--- src/rtl/attr_lookup_requester_if.sv ---
// Result-in / request-out bus of the attribute lookup requester.
// master = analyzer and downstream lookup side, slave = requester.
interface attr_lookup_requester_if #(
   parameter int ATTRIBUTE_DATA_WIDTH = 135,
   parameter int TUPLE_WIDTH          = 104,
   parameter int BYTES_COUNT_WIDTH    = 16,
   parameter int PKT_FLAGS_WIDTH      = 5,
   parameter int PRTCL_ID_WIDTH       = 2,
   parameter int NUM_INPUT_QUEUES     = 8
);
   logic                            pkt_valid;
   logic [ATTRIBUTE_DATA_WIDTH-1:0] pkt_attributes;
   logic                            req_valid;
   logic                            req_ready;
   logic [TUPLE_WIDTH-1:0]          req_tuple;
   logic [BYTES_COUNT_WIDTH-1:0]    req_bytes;
   logic [PKT_FLAGS_WIDTH-1:0]      req_flags;
   logic [PRTCL_ID_WIDTH-1:0]       req_prtcl_id;
   logic [NUM_INPUT_QUEUES-1:0]     req_input_if;

   modport master (
      output pkt_valid, pkt_attributes, req_ready,
      input  req_valid, req_tuple, req_bytes, req_flags, req_prtcl_id, req_input_if
   );
   modport slave (
      input  pkt_valid, pkt_attributes, req_ready,
      output req_valid, req_tuple, req_bytes, req_flags, req_prtcl_id, req_input_if
   );
endinterface

--- src/rtl/attr_lookup_requester.sv ---
// Filters analyzer results by protocol ID, buffers them in a small FIFO and
// presents them as lookup requests over valid/ready, with saturating stats.
module attr_lookup_requester #(
   parameter int ATTRIBUTE_DATA_WIDTH = 135,
   parameter int TUPLE_WIDTH          = 104,
   parameter int BYTES_COUNT_WIDTH    = 16,
   parameter int PKT_FLAGS_WIDTH      = 5,
   parameter int PRTCL_ID_WIDTH       = 2,
   parameter int NUM_INPUT_QUEUES     = 8,
   parameter int FIFO_DEPTH           = 4,
   parameter int CNT_WIDTH            = 32
) (
   input  logic                              clk,
   input  logic                              resetn,
   attr_lookup_requester_if.slave            bus,
   input  logic [(1<<PRTCL_ID_WIDTH)-1:0]    cfg_prtcl_en,
   input  logic                              cfg_clr_cnt,
   output logic [CNT_WIDTH-1:0]              accept_cnt,
   output logic [CNT_WIDTH-1:0]              filter_cnt,
   output logic [CNT_WIDTH-1:0]              drop_cnt
);
   localparam int PTR_W     = $clog2(FIFO_DEPTH);
   localparam int OCC_W     = PTR_W + 1;
   localparam int BYTES_LSB = TUPLE_WIDTH;
   localparam int FLAGS_LSB = BYTES_LSB + BYTES_COUNT_WIDTH;
   localparam int PID_LSB   = FLAGS_LSB + PKT_FLAGS_WIDTH;
   localparam int IF_LSB    = PID_LSB + PRTCL_ID_WIDTH;
   localparam logic [OCC_W-1:0] FULL_OCC = OCC_W'(FIFO_DEPTH);

   logic [ATTRIBUTE_DATA_WIDTH-1:0] mem_q [FIFO_DEPTH];
   logic [PTR_W-1:0]                wr_ptr_q, wr_ptr_d, rd_ptr_q, rd_ptr_d;
   logic [OCC_W-1:0]                occ_q, occ_d;
   logic [CNT_WIDTH-1:0]            accept_cnt_q, accept_cnt_d;
   logic [CNT_WIDTH-1:0]            filter_cnt_q, filter_cnt_d;
   logic [CNT_WIDTH-1:0]            drop_cnt_q, drop_cnt_d;
   logic [ATTRIBUTE_DATA_WIDTH-1:0] head;
   logic [PRTCL_ID_WIDTH-1:0]       pkt_pid;
   logic                            pkt_en, pop, push, filt, drop;

   assign pkt_pid = bus.pkt_attributes[PID_LSB +: PRTCL_ID_WIDTH];
   assign pkt_en  = cfg_prtcl_en[pkt_pid];
   assign pop     = bus.req_valid && bus.req_ready;
   // A same-cycle pop frees a slot in a full FIFO, so the push still lands.
   assign push    = bus.pkt_valid && pkt_en && ((occ_q < FULL_OCC) || pop);
   assign filt    = bus.pkt_valid && !pkt_en;
   assign drop    = bus.pkt_valid && pkt_en && !push;

   always_comb begin
      wr_ptr_d     = wr_ptr_q;
      rd_ptr_d     = rd_ptr_q;
      occ_d        = occ_q;
      accept_cnt_d = accept_cnt_q;
      filter_cnt_d = filter_cnt_q;
      drop_cnt_d   = drop_cnt_q;
      if (push) wr_ptr_d = wr_ptr_q + 1'b1;
      if (pop)  rd_ptr_d = rd_ptr_q + 1'b1;
      case ({push, pop})
         2'b10:   occ_d = occ_q + OCC_W'(1);
         2'b01:   occ_d = occ_q - OCC_W'(1);
         default: occ_d = occ_q;
      endcase
      if (push && accept_cnt_q != '1) accept_cnt_d = accept_cnt_q + 1'b1;
      if (filt && filter_cnt_q != '1) filter_cnt_d = filter_cnt_q + 1'b1;
      if (drop && drop_cnt_q   != '1) drop_cnt_d   = drop_cnt_q + 1'b1;
      if (cfg_clr_cnt) begin
         accept_cnt_d = '0;
         filter_cnt_d = '0;
         drop_cnt_d   = '0;
      end
   end

   always_ff @(posedge clk or negedge resetn) begin
      if (!resetn) begin
         wr_ptr_q     <= '0;
         rd_ptr_q     <= '0;
         occ_q        <= '0;
         accept_cnt_q <= '0;
         filter_cnt_q <= '0;
         drop_cnt_q   <= '0;
      end else begin
         wr_ptr_q     <= wr_ptr_d;
         rd_ptr_q     <= rd_ptr_d;
         occ_q        <= occ_d;
         accept_cnt_q <= accept_cnt_d;
         filter_cnt_q <= filter_cnt_d;
         drop_cnt_q   <= drop_cnt_d;
      end
   end

   // Payload storage carries no reset; only occupancy qualifies it.
   always_ff @(posedge clk) begin
      if (push) mem_q[wr_ptr_q] <= bus.pkt_attributes;
   end

   assign head             = mem_q[rd_ptr_q];
   assign bus.req_valid    = (occ_q != '0);
   assign bus.req_tuple    = head[TUPLE_WIDTH-1:0];
   assign bus.req_bytes    = head[BYTES_LSB +: BYTES_COUNT_WIDTH];
   assign bus.req_flags    = head[FLAGS_LSB +: PKT_FLAGS_WIDTH];
   assign bus.req_prtcl_id = head[PID_LSB +: PRTCL_ID_WIDTH];
   assign bus.req_input_if = head[IF_LSB +: NUM_INPUT_QUEUES];

   assign accept_cnt = accept_cnt_q;
   assign filter_cnt = filter_cnt_q;
   assign drop_cnt   = drop_cnt_q;
endmodule

--- src/flat_wrapper.sv ---
// flat-port wrapper written by rule: the top's interface ports become plain ports
module attr_lookup_requester_flat 
#(
   parameter int ATTRIBUTE_DATA_WIDTH = 135,
   parameter int TUPLE_WIDTH          = 104,
   parameter int BYTES_COUNT_WIDTH    = 16,
   parameter int PKT_FLAGS_WIDTH      = 5,
   parameter int PRTCL_ID_WIDTH       = 2,
   parameter int NUM_INPUT_QUEUES     = 8,
   parameter int FIFO_DEPTH           = 4,
   parameter int CNT_WIDTH            = 32
)
  (clk, resetn, cfg_prtcl_en, cfg_clr_cnt, accept_cnt, filter_cnt, drop_cnt, bus_pkt_valid, bus_pkt_attributes, bus_req_ready, bus_req_valid, bus_req_tuple, bus_req_bytes, bus_req_flags, bus_req_prtcl_id, bus_req_input_if);
  attr_lookup_requester_if #(.ATTRIBUTE_DATA_WIDTH(ATTRIBUTE_DATA_WIDTH), .TUPLE_WIDTH(TUPLE_WIDTH), .BYTES_COUNT_WIDTH(BYTES_COUNT_WIDTH), .PKT_FLAGS_WIDTH(PKT_FLAGS_WIDTH), .PRTCL_ID_WIDTH(PRTCL_ID_WIDTH), .NUM_INPUT_QUEUES(NUM_INPUT_QUEUES)) bus_i ();
  input  logic clk;
  input  logic resetn;
  input  logic [(1<<PRTCL_ID_WIDTH)-1:0] cfg_prtcl_en;
  input  logic cfg_clr_cnt;
  output logic [CNT_WIDTH-1:0] accept_cnt;
  output logic [CNT_WIDTH-1:0] filter_cnt;
  output logic [CNT_WIDTH-1:0] drop_cnt;
  input wire logic [$bits(bus_i.pkt_valid)-1:0] bus_pkt_valid;
  input wire logic [$bits(bus_i.pkt_attributes)-1:0] bus_pkt_attributes;
  input wire logic [$bits(bus_i.req_ready)-1:0] bus_req_ready;
  output wire logic [$bits(bus_i.req_valid)-1:0] bus_req_valid;
  output wire logic [$bits(bus_i.req_tuple)-1:0] bus_req_tuple;
  output wire logic [$bits(bus_i.req_bytes)-1:0] bus_req_bytes;
  output wire logic [$bits(bus_i.req_flags)-1:0] bus_req_flags;
  output wire logic [$bits(bus_i.req_prtcl_id)-1:0] bus_req_prtcl_id;
  output wire logic [$bits(bus_i.req_input_if)-1:0] bus_req_input_if;
  assign bus_i.pkt_valid = bus_pkt_valid;
  assign bus_i.pkt_attributes = bus_pkt_attributes;
  assign bus_i.req_ready = bus_req_ready;
  assign bus_req_valid = bus_i.req_valid;
  assign bus_req_tuple = bus_i.req_tuple;
  assign bus_req_bytes = bus_i.req_bytes;
  assign bus_req_flags = bus_i.req_flags;
  assign bus_req_prtcl_id = bus_i.req_prtcl_id;
  assign bus_req_input_if = bus_i.req_input_if;
  attr_lookup_requester #(.ATTRIBUTE_DATA_WIDTH(ATTRIBUTE_DATA_WIDTH), .TUPLE_WIDTH(TUPLE_WIDTH), .BYTES_COUNT_WIDTH(BYTES_COUNT_WIDTH), .PKT_FLAGS_WIDTH(PKT_FLAGS_WIDTH), .PRTCL_ID_WIDTH(PRTCL_ID_WIDTH), .NUM_INPUT_QUEUES(NUM_INPUT_QUEUES), .FIFO_DEPTH(FIFO_DEPTH), .CNT_WIDTH(CNT_WIDTH)) u_core (.clk(clk), .resetn(resetn), .bus(bus_i), .cfg_prtcl_en(cfg_prtcl_en), .cfg_clr_cnt(cfg_clr_cnt), .accept_cnt(accept_cnt), .filter_cnt(filter_cnt), .drop_cnt(drop_cnt));
endmodule
--- config.mk ---
export PLATFORM = sky130hd
export DESIGN_NAME = attr_lookup_requester_flat
export DESIGN_NICKNAME = d
export VERILOG_FILES = /design/src/rtl/attr_lookup_requester_if.sv /design/src/rtl/attr_lookup_requester.sv /design/src/flat_wrapper.sv
export SDC_FILE = /design/constraint.sdc
export NUM_CORES = 1
export LEC_CHECK = 0
export ABC_AREA = 1
export CORE_MARGIN = 2
export CORE_UTILIZATION = 55
export CTS_BUF_LIST = sky130_fd_sc_hd__clkbuf_8 sky130_fd_sc_hd__clkbuf_16
export DETAILED_ROUTE_END_ITERATION = 7
export DONT_BUFFER_PORTS = 1
export GPL_ROUTABILITY_DRIVEN = 0
export PLACE_DENSITY = 0.73
export SKIP_LAST_GASP = 1
export SYNTH_ARGS = -nofsm -noshare
export SYNTH_HDL_FRONTEND = slang
export SYNTH_SLANG_ARGS = --single-unit
--- constraint.sdc ---
create_clock -name clk -period 7.85 [get_ports clk]
set_input_delay 1.57 -clock clk [delete_from_list [all_inputs] [get_ports clk]]
set_output_delay 1.57 -clock clk [all_outputs]
set_load 0.05 [all_outputs]
==> summary.md <==
| Metric | Value |
|---|---|
| M1 GR Usage | 30.2% |
| Sw Ratio | 43.5% |
| Worst Hold Launch | u_core.occ_q[0]$_DFFE_PN0P_ |
| Sequential area share after synthesis | 70.8% |
| Pwr dens | 376 nW/µm² |
| Worst reg2reg startpoint | u_core.accept_cnt[0]$_DFFE_PN0P_ |
| Mapped Nets | 2464 |
| Kind of critical path | reg2out |
| Drt wl/cell | 20.8 µm |
| DRT iter0 DRCs | 1656 |
| Final hold slack | 0.475 ns |
| Fmax | 182 MHz |
| Drt via density | 5.92 |
| Num CTS Buffers | 61 |
| Arr. time, crit path | 3.94 ns |
| CP top delay family | buffers and inverters |
| N_diodes | 0 |
| H-tree level count | 2 |
| Cell leakage power | 10.1 nW |
| CP bufs+invs | 2 |
| Synth Area in Compound Gates | 9.61% |
| Final period util | 70.2% |
| IO Pins | 376 |
| Clk pwr share | 25.8% |
| Crit. End Element | primary output |
| Final Hold Viols | 0 |
| Met3 usage | 9.39% |
| Post-Synth Adder-Cell Area | 0.452% |
| Clock Skew | 0.0198 ns |
| Total Nets Final | 2447 |
| CP startpoint | u_core.rd_ptr_q[0]$_DFFE_PN0P_ |
| Cell count after synthesis | 2311 |
| Largest stage delay, worst path | 0.94 ns |
| Worst slack, placed | 2.97 ns |
| Placeable Area | 47600 µm² |
| RSZ-0062 raised after global routing | false |
| Max-cap viol count | 0 |
| Slowest stage cell, crit path | o22ai_1 |
| Die ar. | 50000 µm² |
| Die width | 224 µm |
| CTS tree | built |
| Pre-Repair DR Iteration Count | 7 |
| Post-DP HPWL | 37700 µm |
| Met2 usage | 39.6% |
| Largest family of logic cells by synthesized area | simple AND/OR/NAND/NOR gates |
| Slew Viols, Final | 0 |
| Combinational Power Share | 36.2% |
| Die height | 224 µm |
| IO buf count | 0 |
| Resized Gates After CTS | 0 |
| Sw Pwr | 4.76 mW |
| Number of global-route vias before repair | 16.8k |
| # hold bufs at CTS | 0 |
| WL final | 61500 µm |
| Synth Area in XOR/XNOR | 1.39% |
| Largest net degree at the start of global routing | 147 |
| Most Crowded Layer GR | met2 |
| Sequence of cells on the critical path | inv_6 > buf_4 > o21ai_0 > o22ai_1 |
| Synth Cell Area | 26500 µm² |
| Status | finished, final reports clean |
| Int Pwr | 6.19 mW |
| Layout cells sized above 1 | 7.03% |
| Post-CTS setup buffer count | 0 |
| Residual DRC count | 0 |
| Synth Area per Inst | 11.5 µm² |
| Clk sinks | 643 |
| Fin worst setup slack | 2.34 ns |
| HP Class | reg2reg |
| Minimum clock period | 5.51 ns |
| Clk buf depth | 3 |
| CP Data Required Time | 6.28 ns |
| Post-Synth Simple-Gate Area | 14.6% |
| Number of library cell types mapped by synthesis | 38 |
| Initial Util | 55.7% |
| First-pass GRT wire length | 95100 µm |
| Gr ovfl total | 0 |
| Antenna viol nets, final | 0 |
| Root Driver | clkbuf_16 |
| Initial antenna violation count | 0 |
| Worst slew margin | 16.7% |
| Slew @ Worst Pin | 1.27 ns |
| Sequential Power Share | 37.9% |
| Worst-path clk slew | 0.06 ns |
| Post-synthesis mux area share | 0.0754% |
| Synth-to-Final Area Change | 9.79% |
| Setup-failing EPs final | 0 |
| Worst skew pair latency | 0.64 ns |
| Num rows | 80 |
| Vias | 17.5k |
| FF+latch count, synth | 643 |
| Tot GR Track Use | 24.3% |
| Worst VDD drop | 0.288 mV |
| Synth warn | 0 |
| CP Max Fanout | 146 |
| Worst setup SP type | register |
-- logic make-up (layout without fill, tap and decap cells) --
group | after synthesis | in the layout
adders and majority gates | 9 | 9
muxes | 2 | 2
AOI/OAI and AO/OA | 473 | 473
xor gates and xnor gates | 42 | 42
buffers and inverters | 200 | 235
DFF | 643 | 643
and+or+nand+nor | 942 | 942
-- worst register-to-register path, delay by kind of cell, from the launching register on --
family / cells / cell delay, ns
and+or+nand+nor: 8 / 2.04
DFF: 1 / 0.74
adders and majority gates: 1 / 0.28
AOI/OAI and AO/OA: 1 / 0.07
-- flip-flops by register name, indices dropped and copies added (netlist names) --
signal,count
u_core.mem_q,540
u_core.wr_ptr_q,2
u_core.drop_cnt,32
u_core.filter_cnt,32
u_core.occ_q,3
u_core.rd_ptr_q,2
u_core.accept_cnt,32
-- cell usage after synthesis --
library cell | instances | share of area [%]
nor2_4 | 1 | 0.042
fa_1 | 1 | 0.075
nand2_4 | 3 | 0.13
buf_1 | 9 | 0.13
o21bai_1 | 4 | 0.11
clkinv_2 | 1 | 0.019
or2_2 | 7 | 0.16
o21ai_0 | 310 | 5.8
a21oi_1 | 11 | 0.21
inv_1 | 81 | 1.1
clkbuf_2 | 4 | 0.075
a22oi_1 | 1 | 0.028
dfrtp_1 | 103 | 9.7
buf_4 | 6 | 0.17
nand2_1 | 348 | 4.9
o22ai_1 | 136 | 3.2
xor2_1 | 22 | 0.73
ha_1 | 8 | 0.38
clkbuf_1 | 84 | 1.2
a31oi_1 | 1 | 0.024
nand4_1 | 19 | 0.45
nand3b_1 | 8 | 0.23
nor2_1 | 409 | 5.8
edfxtp_1 | 540 | 61
clkinv_1 | 4 | 0.057
nand3_1 | 126 | 2.4
mux2i_1 | 2 | 0.075
nor3_1 | 3 | 0.057
nand2_2 | 8 | 0.19
nor2_8 | 1 | 0.075
o21ai_1 | 10 | 0.19
nor2_2 | 6 | 0.14
buf_2 | 7 | 0.13
and2_1 | 1 | 0.024
buf_8 | 2 | 0.11
xnor2_1 | 20 | 0.66
inv_2 | 2 | 0.028
nor3b_1 | 2 | 0.057
-- routing by layer --
metal  routed length (µm)  vias to the layer above  part of all wire [%]
met4                 1400                        0                   2.3
li1                     -                     8143                     -
met3                 6740                      101                    11
met5                    0                        -                     0
met1                23500                     8590                    38
met2                29900                      701                    49
-- power groups by stage --
stage / clock network, mW / logic [mW] / registers, mW
2_1_floorplan: 0 / 3.29 / 4.18
3_3_place_gp: 0 / 3.92 / 4.22
3_5_place_dp: 0 / 3.98 / 4.23
4_1_cts: 2.87 / 3.99 / 4.15
5_1_grt: 3.00 / 4.20 / 4.18
6_report: 2.83 / 3.97 / 4.15
-- placed cells by master, fill, tap and decap left out, drive strengths merged --
master and instances:
a21oi 11, a22oi 1, a31oi 1, and2 1, buf 32, bufinv 4, clkbuf 62, clkinv 40
clkinvlp 5, dfrtp 103, edfxtp 540, fa 1, ha 8, inv 92, mux2i 2, nand2 359
nand3 126, nand3b 8, nand4 19, nor2 417, nor3 3, nor3b 2, o21ai 320, o21bai 4
o22ai 136, or2 7, xnor2 20, xor2 22
-- cell type report --
class / instances / area [µm²]
clock inverter: 53 / 410
clock buffer: 62 / 1550
timing repair buffer: 32 / 303
multi-input combinational: 1468 / 6970
fill: 3611 / 18500
inverter: 88 / 338
sequential: 643 / 18800
tap: 615 / 769
-- worst paths after layout --
path / slack [ns] / cells past startpoint / endpoint
min in group asynchronous: 0.64 / 0 / u_core.filter_cnt[5]$_DFFE_PN0P_
hold / removal: 0.48 / 1 / u_core.occ_q[0]$_DFFE_PN0P_
setup / recovery: 2.34 / 4 / bus_req_tuple[24]
setup reg to reg: 4.60 / 10 / u_core.accept_cnt[6]$_DFFE_PN0P_
max in group asynchronous: 7.05 / 0 / u_core.rd_ptr_q[0]$_DFFE_PN0P_
hold reg to reg: 0.48 / 1 / u_core.occ_q[0]$_DFFE_PN0P_
-- through the flow --
stage	total power [mW]	cell area, µm²	utilization (%)	instances	TNS (ns)
5_1_grt	11.4	29100	61.2	2961	0
4_1_cts	11.0	29100	61.2	2961	0
6_report	11.0	29100	61.2	2961	0
3_3_place_gp	8.13	27200	57.1	2846	0
3_5_place_dp	8.21	27200	57.1	2846	0
2_1_floorplan	7.47	26500	-	2311	-264.77
Power figures use the tool's default switching activity.
